<file path="src/rtl/mem_access_wb_stage.sv">
`default_nettype none
// ============================================================================
// Module   : mem_access_wb_stage
// Purpose  : Memory stage plus MEM/WB pipeline register. Takes the EX/MEM
//            register contents, performs loads/stores over a req/ack data
//            memory port, stalls upstream while an access is outstanding,
//            and registers the write-back value, rd index and regwrite.
// Ports    : clk, rst (sync, active-high)
//            EX/MEM inputs  : valid_in, memtoreg/memread/memwrite/regwrite,
//                             AJ select, ALU result, store data, PC+4,
//                             PC+imm, rd index, funct3
//            Data memory    : dmem_req/we/addr/wdata/be out,
//                             dmem_rdata/dmem_ack in
//            Control out    : mem_stall (comb), bus_err (1-cycle pulse)
//            MEM/WB out     : valid_out, regwrite_MEMEX_out, WData_MEM_out,
//                             writingData_MEMWB
// Params   : ACK_TIMEOUT - cycles dmem_req may wait for dmem_ack (>=2)
// Options  : MISALIGN_TRAP_EN - adds misalign_trap output; misaligned
//            half/word accesses trap instead of issuing a request.
// Revision : 1.0 - initial release
// ============================================================================
module mem_access_wb_stage #(
    parameter int ACK_TIMEOUT = 16
) (
    input  logic        clk,
    input  logic        rst,
    input  logic        valid_in,
    input  logic        memtoreg_MEMEX_out,
    input  logic        memread_MEMEX_out,
    input  logic        memwrite_MEMEX_out,
    input  logic        regwrite_MEMEX_out2,
    input  logic [1:0]  AJ_control_MEMEX_out,
    input  logic [31:0] ALU_result_MEMEX_out,
    input  logic [31:0] readdata2_MEMEX_out,
    input  logic [31:0] adder1_IDEX_MEM,
    input  logic [31:0] adder2_MEM,
    input  logic [4:0]  WData_MEMEX_out,
    input  logic [3:0]  function3_out_MEMEX_out,
    output logic        dmem_req,
    output logic        dmem_we,
    output logic [31:0] dmem_addr,
    output logic [31:0] dmem_wdata,
    output logic [3:0]  dmem_be,
    input  logic [31:0] dmem_rdata,
    input  logic        dmem_ack,
    output logic        mem_stall,
    output logic        bus_err,
    output logic        valid_out,
    output logic        regwrite_MEMEX_out,
    output logic [4:0]  WData_MEM_out,
    output logic [31:0] writingData_MEMWB
`ifdef MISALIGN_TRAP_EN
    ,
    output logic        misalign_trap
`endif
);

    localparam int                 c_CNT_W    = $clog2(ACK_TIMEOUT);
    localparam logic [c_CNT_W-1:0] c_CNT_LAST = c_CNT_W'(ACK_TIMEOUT - 1);

    typedef enum logic [0:0] {
        S_IDLE = 1'b0,
        S_REQ  = 1'b1
    } state_t;

    state_t             r_state;
    state_t             w_state_next;
    logic [c_CNT_W-1:0] r_cnt;

    logic        w_memop;
    logic        w_issue;
    logic        w_retire;
    logic        w_timeout;
    logic [2:0]  w_f3;
    logic [1:0]  w_lo;
    logic [3:0]  w_be;
    logic [31:0] w_wdata;
    logic [7:0]  w_byte;
    logic [15:0] w_half;
    logic [31:0] w_load;
    logic [31:0] w_alt;
    logic [31:0] w_wb_data;
    logic        w_unused;

    assign w_f3     = function3_out_MEMEX_out[2:0];
    assign w_unused = function3_out_MEMEX_out[3];
    assign w_lo     = ALU_result_MEMEX_out[1:0];
    assign w_memop  = valid_in & (memread_MEMEX_out | memwrite_MEMEX_out);

`ifdef MISALIGN_TRAP_EN
    logic w_misalign;
    logic w_trap;
    assign w_misalign = (((w_f3 == 3'b001) || (w_f3 == 3'b101)) && w_lo[0])
                      || ((w_f3 == 3'b010) && (w_lo != 2'b00));
`endif

    // Next-state and control decode
    always_comb begin
        w_state_next = r_state;
        mem_stall    = 1'b0;
        w_issue      = 1'b0;
        w_retire     = 1'b0;
        w_timeout    = 1'b0;
`ifdef MISALIGN_TRAP_EN
        w_trap       = 1'b0;
`endif
        case (r_state)
            S_IDLE: begin
                if (w_memop) begin
`ifdef MISALIGN_TRAP_EN
                    if (w_misalign)
                        w_trap = 1'b1;
                    else
`endif
                    begin
                        w_issue      = 1'b1;
                        mem_stall    = 1'b1;
                        w_state_next = S_REQ;
                    end
                end else if (valid_in) begin
                    w_retire = 1'b1;
                end
            end
            S_REQ: begin
                // An ack in the last allowed cycle still completes the access.
                if (dmem_ack) begin
                    w_retire     = 1'b1;
                    w_state_next = S_IDLE;
                end else if (r_cnt == c_CNT_LAST) begin
                    w_timeout    = 1'b1;
                    w_state_next = S_IDLE;
                end else begin
                    mem_stall = 1'b1;
                end
            end
            default: w_state_next = S_IDLE;
        endcase
    end

    always_ff @(posedge clk) begin
        if (rst) r_state <= S_IDLE;
        else     r_state <= w_state_next;
    end

    // Store lane steering; loads request the whole word
    always_comb begin
        w_be    = 4'b0000;
        w_wdata = readdata2_MEMEX_out;
        if (memwrite_MEMEX_out) begin
            case (w_f3)
                3'b000: begin
                    w_be    = 4'b0001 << w_lo;
                    w_wdata = {4{readdata2_MEMEX_out[7:0]}};
                end
                3'b001: begin
                    w_be    = 4'b0011 << {w_lo[1], 1'b0};
                    w_wdata = {2{readdata2_MEMEX_out[15:0]}};
                end
                3'b010:  w_be = 4'b1111;
                default: w_be = 4'b0000;
            endcase
        end else begin
            w_be = 4'b1111;
        end
    end

    // Load lane extraction; inputs are held by upstream until the ack edge
    always_comb begin
        case (w_lo)
            2'b00:   w_byte = dmem_rdata[7:0];
            2'b01:   w_byte = dmem_rdata[15:8];
            2'b10:   w_byte = dmem_rdata[23:16];
            default: w_byte = dmem_rdata[31:24];
        endcase
        w_half = w_lo[1] ? dmem_rdata[31:16] : dmem_rdata[15:0];
        case (w_f3)
            3'b000:  w_load = {{24{w_byte[7]}}, w_byte};
            3'b100:  w_load = {24'd0, w_byte};
            3'b001:  w_load = {{16{w_half[15]}}, w_half};
            3'b101:  w_load = {16'd0, w_half};
            default: w_load = dmem_rdata;
        endcase
        case (AJ_control_MEMEX_out)
            2'b01:   w_alt = adder1_IDEX_MEM;
            2'b10:   w_alt = adder2_MEM;
            default: w_alt = ALU_result_MEMEX_out;
        endcase
        w_wb_data = memtoreg_MEMEX_out ? w_load : w_alt;
    end

    always_ff @(posedge clk) begin
        if (rst) begin
            r_cnt              <= '0;
            dmem_req           <= 1'b0;
            dmem_we            <= 1'b0;
            dmem_addr          <= 32'd0;
            dmem_wdata         <= 32'd0;
            dmem_be            <= 4'd0;
            bus_err            <= 1'b0;
            valid_out          <= 1'b0;
            regwrite_MEMEX_out <= 1'b0;
            WData_MEM_out      <= 5'd0;
            writingData_MEMWB  <= 32'd0;
`ifdef MISALIGN_TRAP_EN
            misalign_trap      <= 1'b0;
`endif
        end else begin
            r_cnt    <= (r_state == S_REQ) ? r_cnt + 1'b1 : '0;
            dmem_req <= (w_state_next == S_REQ);
            bus_err  <= w_timeout;
`ifdef MISALIGN_TRAP_EN
            misalign_trap <= w_trap;
`endif
            if (w_issue) begin
                dmem_we    <= memwrite_MEMEX_out;
                dmem_addr  <= {ALU_result_MEMEX_out[31:2], 2'b00};
                dmem_wdata <= w_wdata;
                dmem_be    <= w_be;
            end
            // Anything that does not retire enters MEM/WB as a bubble.
            valid_out          <= w_retire;
            regwrite_MEMEX_out <= w_retire & regwrite_MEMEX_out2;
            if (w_retire) begin
                WData_MEM_out     <= WData_MEMEX_out;
                writingData_MEMWB <= w_wb_data;
            end
        end
    end

endmodule
`default_nettype wire
</file>
<file path="config.mk">
export PLATFORM = sky130hd
export DESIGN_NAME = mem_access_wb_stage
export DESIGN_NICKNAME = d
export VERILOG_FILES = /design/src/rtl/mem_access_wb_stage.sv
export SDC_FILE = /design/constraint.sdc
export NUM_CORES = 1
export LEC_CHECK = 0
export ABC_AREA = 0
export CAP_MARGIN = 20
export CORE_MARGIN = 3
export CORE_UTILIZATION = 25
export DETAILED_ROUTE_END_ITERATION = 7
export PLACE_DENSITY = 0.57
export SLEW_MARGIN = 20
export SYNTH_ARGS = -nofsm -noshare
export SYNTH_HDL_FRONTEND = slang
export SYNTH_SLANG_ARGS = --single-unit
</file>
<file path="constraint.sdc">
create_clock -name clk -period 1.8 [get_ports clk]
set_input_delay 0.36 -clock clk [delete_from_list [all_inputs] [get_ports clk]]
set_output_delay 0.36 -clock clk [all_outputs]
set_load 0.05 [all_outputs]
</file>
* Word-level counts from Yosys, hierarchy flattened
Index checks and enable logic that the tools add are counted.
** Cells by class
- Add/sub/neg operators :: 1
- Multipliers :: 0
- Divide/modulo/power cells :: 0
- Magnitude comparators :: 0
- Eq/ne operators :: 9
- Shift-type cells :: 2
- Muxes and demuxes :: 19
- Bitwise logic cells :: 4
- Reductions and logical operators :: 4
** Operator list (count)
- 32-bit case mux with 2 select lines :: 2
- 32-bit case mux with 4 select lines :: 1
- 32-bit 2-to-1 mux :: 2
- 8-bit case mux with 3 select lines :: 1
- 16-bit 2-to-1 mux :: 1
- 4-bit case mux with 3 select lines :: 1
- 1-bit 2-to-1 mux :: 8
- 3-bit equality test, second input constant :: 2
- 4-bit by 1-bit adder with 4-bit output, second input constant :: 1
- 2-bit by 1-bit equality test with 1-bit output, second input constant :: 2
- 2-bit equality test, second input constant :: 2
- 4-bit equality test, second input constant :: 1
- 4-bit 2-to-1 mux :: 1
- 1-bit case mux with 2 select lines :: 2
- 1-bit by 2-bit << shifter with 4-bit output, first input constant :: 1
- 2-bit by 2-bit << shifter with 4-bit output, first input constant :: 1
- 3-bit by 1-bit equality test with 1-bit output, second input constant :: 1
- 3-bit by 2-bit equality test with 1-bit output, second input constant :: 1
- 3-bit logical NOT :: 1
- 3-bit OR reduction :: 1
- 1-bit bitwise AND :: 2
- 2-bit logical NOT :: 1
- 2-bit OR reduction :: 1
- 1-bit inverter :: 1
- 1-bit OR :: 1
** Storage, ports and cells
- Flip-flop bits (word level) :: 112
- Bits in latches :: 0
- Bits in writable memories :: 0
- Memory bits (read-only) :: 0
- Input port bits :: 179
- Word-level logic and storage cells :: 50
- Memories :: 0

* Longest topological paths before layout
- Depth after elaboration :: 5
- Depth in mapped cells :: 9
- Mapped depth without buffers :: 6

* Least setup slack after synthesis
Ideal clock, no wire load.
- Path type :: register -> output
- From :: register dmem_req (netlist name)
- To :: output mem_stall
- Arrival time :: 1.598 ns
- Setup slack :: -0.158 ns
- Stages on the path, launching flop included :: 5
- Cell sequence :: dfxtp_1 nor2b_1 o21ai_0 clkbuf_1 nand2_1
** RTL lines
- end: declaration :: RTL line 46 : output logic mem_stall,

* Worst setup path in the final report
- From :: input dmem_ack
- To :: output mem_stall
** Between the ends
- Word-level cells in the longest chain between the ends :: 2
** Ends and longest elaborated chain
- start: declaration :: RTL line 45 : input logic dmem_ack,
- 1-bit 2-to-1 mux :: RTL line 126 : if (dmem_ack) begin
- 1-bit case mux with 2 select lines :: RTL line 107 : case (r_state)
No other way between the ends.

==> metrics.md <==
| Metric | Value |
|---|---|
| DPL Wire Length | 21300 um |
| Area Growth Syn to Fin | 74.8% |
| Post-synthesis sequential area ratio | 40.5% |
| Clock tree sinks | 112 |
| Max frequency | 0.566 GHz |
| Routed WL | 26600 um |
| Reg2reg end | writingData_MEMWB[27] |
| First-pass GRT wire length | 39400 um |
| Final hold violation count | 0 |
| Final instance area | 9690 um2 |
| Top cell family by delay on the critical path | buffers and inverters |
| Asr flop ratio synth | 0% |
| GR Util All Layers | 21.4% |
| Cell row count | 53 |
| Area leader, netlist | dfxtp_1 |
| Max Fanout on Critical Path | 2 |
| Gate Count Post-Synth | 714 |
| Die Y | 155 um |
| Synth top area cells | dfxtp_1 40%, nand2_1 11%, a21oi_1 6.2% |
| CP Capture Point | mem_stall |
| Worst path required time | 1.44 ns |
| Clk_skew | 0.0114 ns |
| Final Setup Violations | 0 |
| CTS tree | done |
| Worst path max stage delay | 0.44 ns |
| Worst path cell trace | clkdlybuf4s50_1 > buf_4 > nand3b_1 > nand2_2 > buf_12 |
| Worst setup path class | input port to output port |
| Vias per cell | 4.94 |
| Clock latency on the worst-skew pair | 0.36 ns |
| Buffers plus inverters on the worst setup path | 3 |
| Worst Hold Class | input port to register |
| Mapped cell area | 5540 um2 |
| Clk slew on worst S/H paths | 0.09 ns |
| CP max stage cell | clkdlybuf4s50_1 |
| Starting DRC count in detailed routing | 320 |
| Vias in the first global route | 6585 |
| Initial antenna violation count | 0 |
| Count of pins over their slew limit | 0 |
| Die ar. | 24000 um2 |
| Ant diodes | 0 |
| Max-cap violations | 0 |
| Share of post-route cells with drive strength above 1 | 25.3% |
| Worst reg2reg path depth | 5 |
| Top-count cell post-synth | nand2_1 |
| Clk buf depth | 2 |
| Setup TNS | 0 ns |
| Remaining Overflow, GRT | 0 |
| Main flop type after synthesis | dfxtp_1 |
| Worst R2R Start | dmem_req |
| Mean area per synthesized cell | 7.76 um2 |
| Count of cell types in the netlist | 47 |
| Gpl congestion | 0.889 |
| Num CTS Buffers | 9 |
| Top post-synthesis cells by count | 162 x nand2_1, 112 x dfxtp_1, 69 x a21oi_1, 50 x nor2_1, 48 x clkbuf_1 |
| Peak VDD IR | 0.325 mV |
| Initial Util | 25.9% |
| H-tree levels | 3 |
| Arr. time, crit path | 1.41 ns |
| Critical path depth in cells | 5 |
| Placed Area | 9160 um2 |
| Nets | 1237 |
| Core ar. | 21400 um2 |
| Outcome | finished clean |
| Setup slack, reg-to-reg | 0.10 ns |
| Worst hold path stage count | 2 |
| Static Leakage | 3.99 nW |
| Drt first pass iters | 5 |
| Via count | 6598 |
| Startpoint types | input port |
| Final Cycle Share | 98.1% |
| EDFF count, synth | 0 |
| Die Width | 155 um |
| Largest net degree at the start of global routing | 38 |
| Detailed-route wire length per cell | 19.9 um |
| Worst setup path start | dmem_ack |
| Hold buffer count at CTS | 0 |
| Top cell type's share of synthesized area | 40.5% |
| Root Buffer | clkbuf_16 |
| PwrDens | 762 nW/um2 |
| Tot Pwr | 0.00738 W |
| Synth warn | 0 |
| DRC Markers | 0 |
| Min Tclk post-route | 1.77 ns |
| Number of register bits inferred by synthesis | 112 |
| Crit. End Element | output port |
| Port buffer count | 286 |
| Post-DRT Antenna Nets | 0 |
| I/O pin total | 290 |
-- worst register-to-register path, delay by kind of cell, from the launching register on --
| kind | cells | cell delay [ns] |
|---|---|---|
| simple gates | 3 | 1.02 |
| flops | 1 | 0.32 |
| buf+inv | 1 | 0.16 |
| compound gates | 1 | 0.07 |
-- worst min-delay path by stage --
| stage | endpoint | start | slack (ns) |
|---|---|---|---|
| 2_1_floorplan | r_cnt[0] | r_cnt[0] | 0.42 |
| 3_3_place_gp | r_cnt[0] | r_cnt[0] | 0.44 |
| 3_5_place_dp | r_cnt[0] | r_cnt[0] | 0.44 |
| 4_1_cts | dmem_addr[7] | rst | 0.38 |
| 5_1_grt | dmem_addr[2] | rst | 0.41 |
| 6_report | dmem_addr[7] | rst | 0.40 |
-- cell usage in the layout, fill, tap and decap left out, types with 6 or more instances in the layout --
cell / count
a211oi_1: 39
a21oi_1: 68
a22o_1: 6
a22oi_1: 29
buf_12: 14
buf_4: 199
clkbuf_16: 9
clkdlybuf4s50_1: 163
dfxtp_1: 110
dlygate4sd2_1: 8
mux2i_1: 17
nand2_1: 160
nand2b_1: 6
nand3b_1: 7
nor2_1: 50
nor2b_1: 14
o21ai_0: 27
o221ai_1: 14
o22ai_1: 22
-- where the power goes --
group | total (W) | switching [W] | leakage (nW) | internal [W]
clock network | 0.00200 | 0.00104 | 0.134 | 0.000965
logic | 0.00262 | 0.00150 | 2.94 | 0.00113
registers | 0.00275 | 0.000103 | 0.920 | 0.00265
total | 0.00738 | 0.00264 | 3.99 | 0.00474
-- cells by family (layout without fill, tap and decap cells) --
family | after synthesis | count (layout) | share of synthesized area, %
mux | 19 | 19 | 3.68
xor+xnor | 2 | 2 | 0.316
compound gates | 247 | 247 | 29.2
flops | 112 | 112 | 40.5
fa+ha+maj | 3 | 3 | 0.678
other cells | 1 | 2 | 0.0677
buf+inv | 69 | 414 | 5.35
simple gates | 261 | 261 | 20.2
-- timing repair --
action / CTS / global route
cloned: 2 / 0
setup endpoints to repair: 38 / 38
buffers inserted: 3 / 1
pin swaps: 7 / 4
gates resized for setup: 39 / 15
-- per-layer routing --
metal	vias to the layer above	share of wire, %	routed length, um	GRT usage (%)
met3	37	8.8	2340	5.84
met2	309	48	12900	36.4
met4	0	3.0	808	7.70
met5	-	0	0	0
met1	3003	40	10600	25.9
li1	3249	-	-	-
-- metrics by stage --
stage | hold WS [ns] | util (%) | cells | setup WS (ns)
after CTS | 0.382 | 44.8 | 1334 | 0.0108
after floorplan | 0.418 | - | 715 | -0.0215
after global placement | 0.435 | 42.8 | 1313 | -0.576
after global routing | 0.405 | 45.2 | 1335 | -0.0304
after detailed placement | 0.441 | 42.8 | 1313 | -0.591
final | 0.400 | 45.2 | 1335 | 0.0342
-- flip-flops by register name, summed over array words and instances, names as in the netlist --
| signal | count |
|---|---|
| dmem_wdata | 32 |
| writingData_MEMWB | 32 |
| dmem_addr | 30 |
| WData_MEM_out | 5 |
| dmem_be | 4 |
| r_cnt | 4 |
| bus_err | 1 |
| dmem_req | 1 |
| dmem_we | 1 |
| regwrite_MEMEX_out | 1 |
| valid_out | 1 |
-- area by class of cell --
type	count	area, um2
inverters	6	22.5
flip-flops and latches	112	2240
clock inverters	6	51.3
clock buffers	10	229
fillers	2194	11700
multi-input cells	534	3190
well taps	275	344
repair buffers	392	3610
Note: power is estimated with default switching activity, not from simulation.
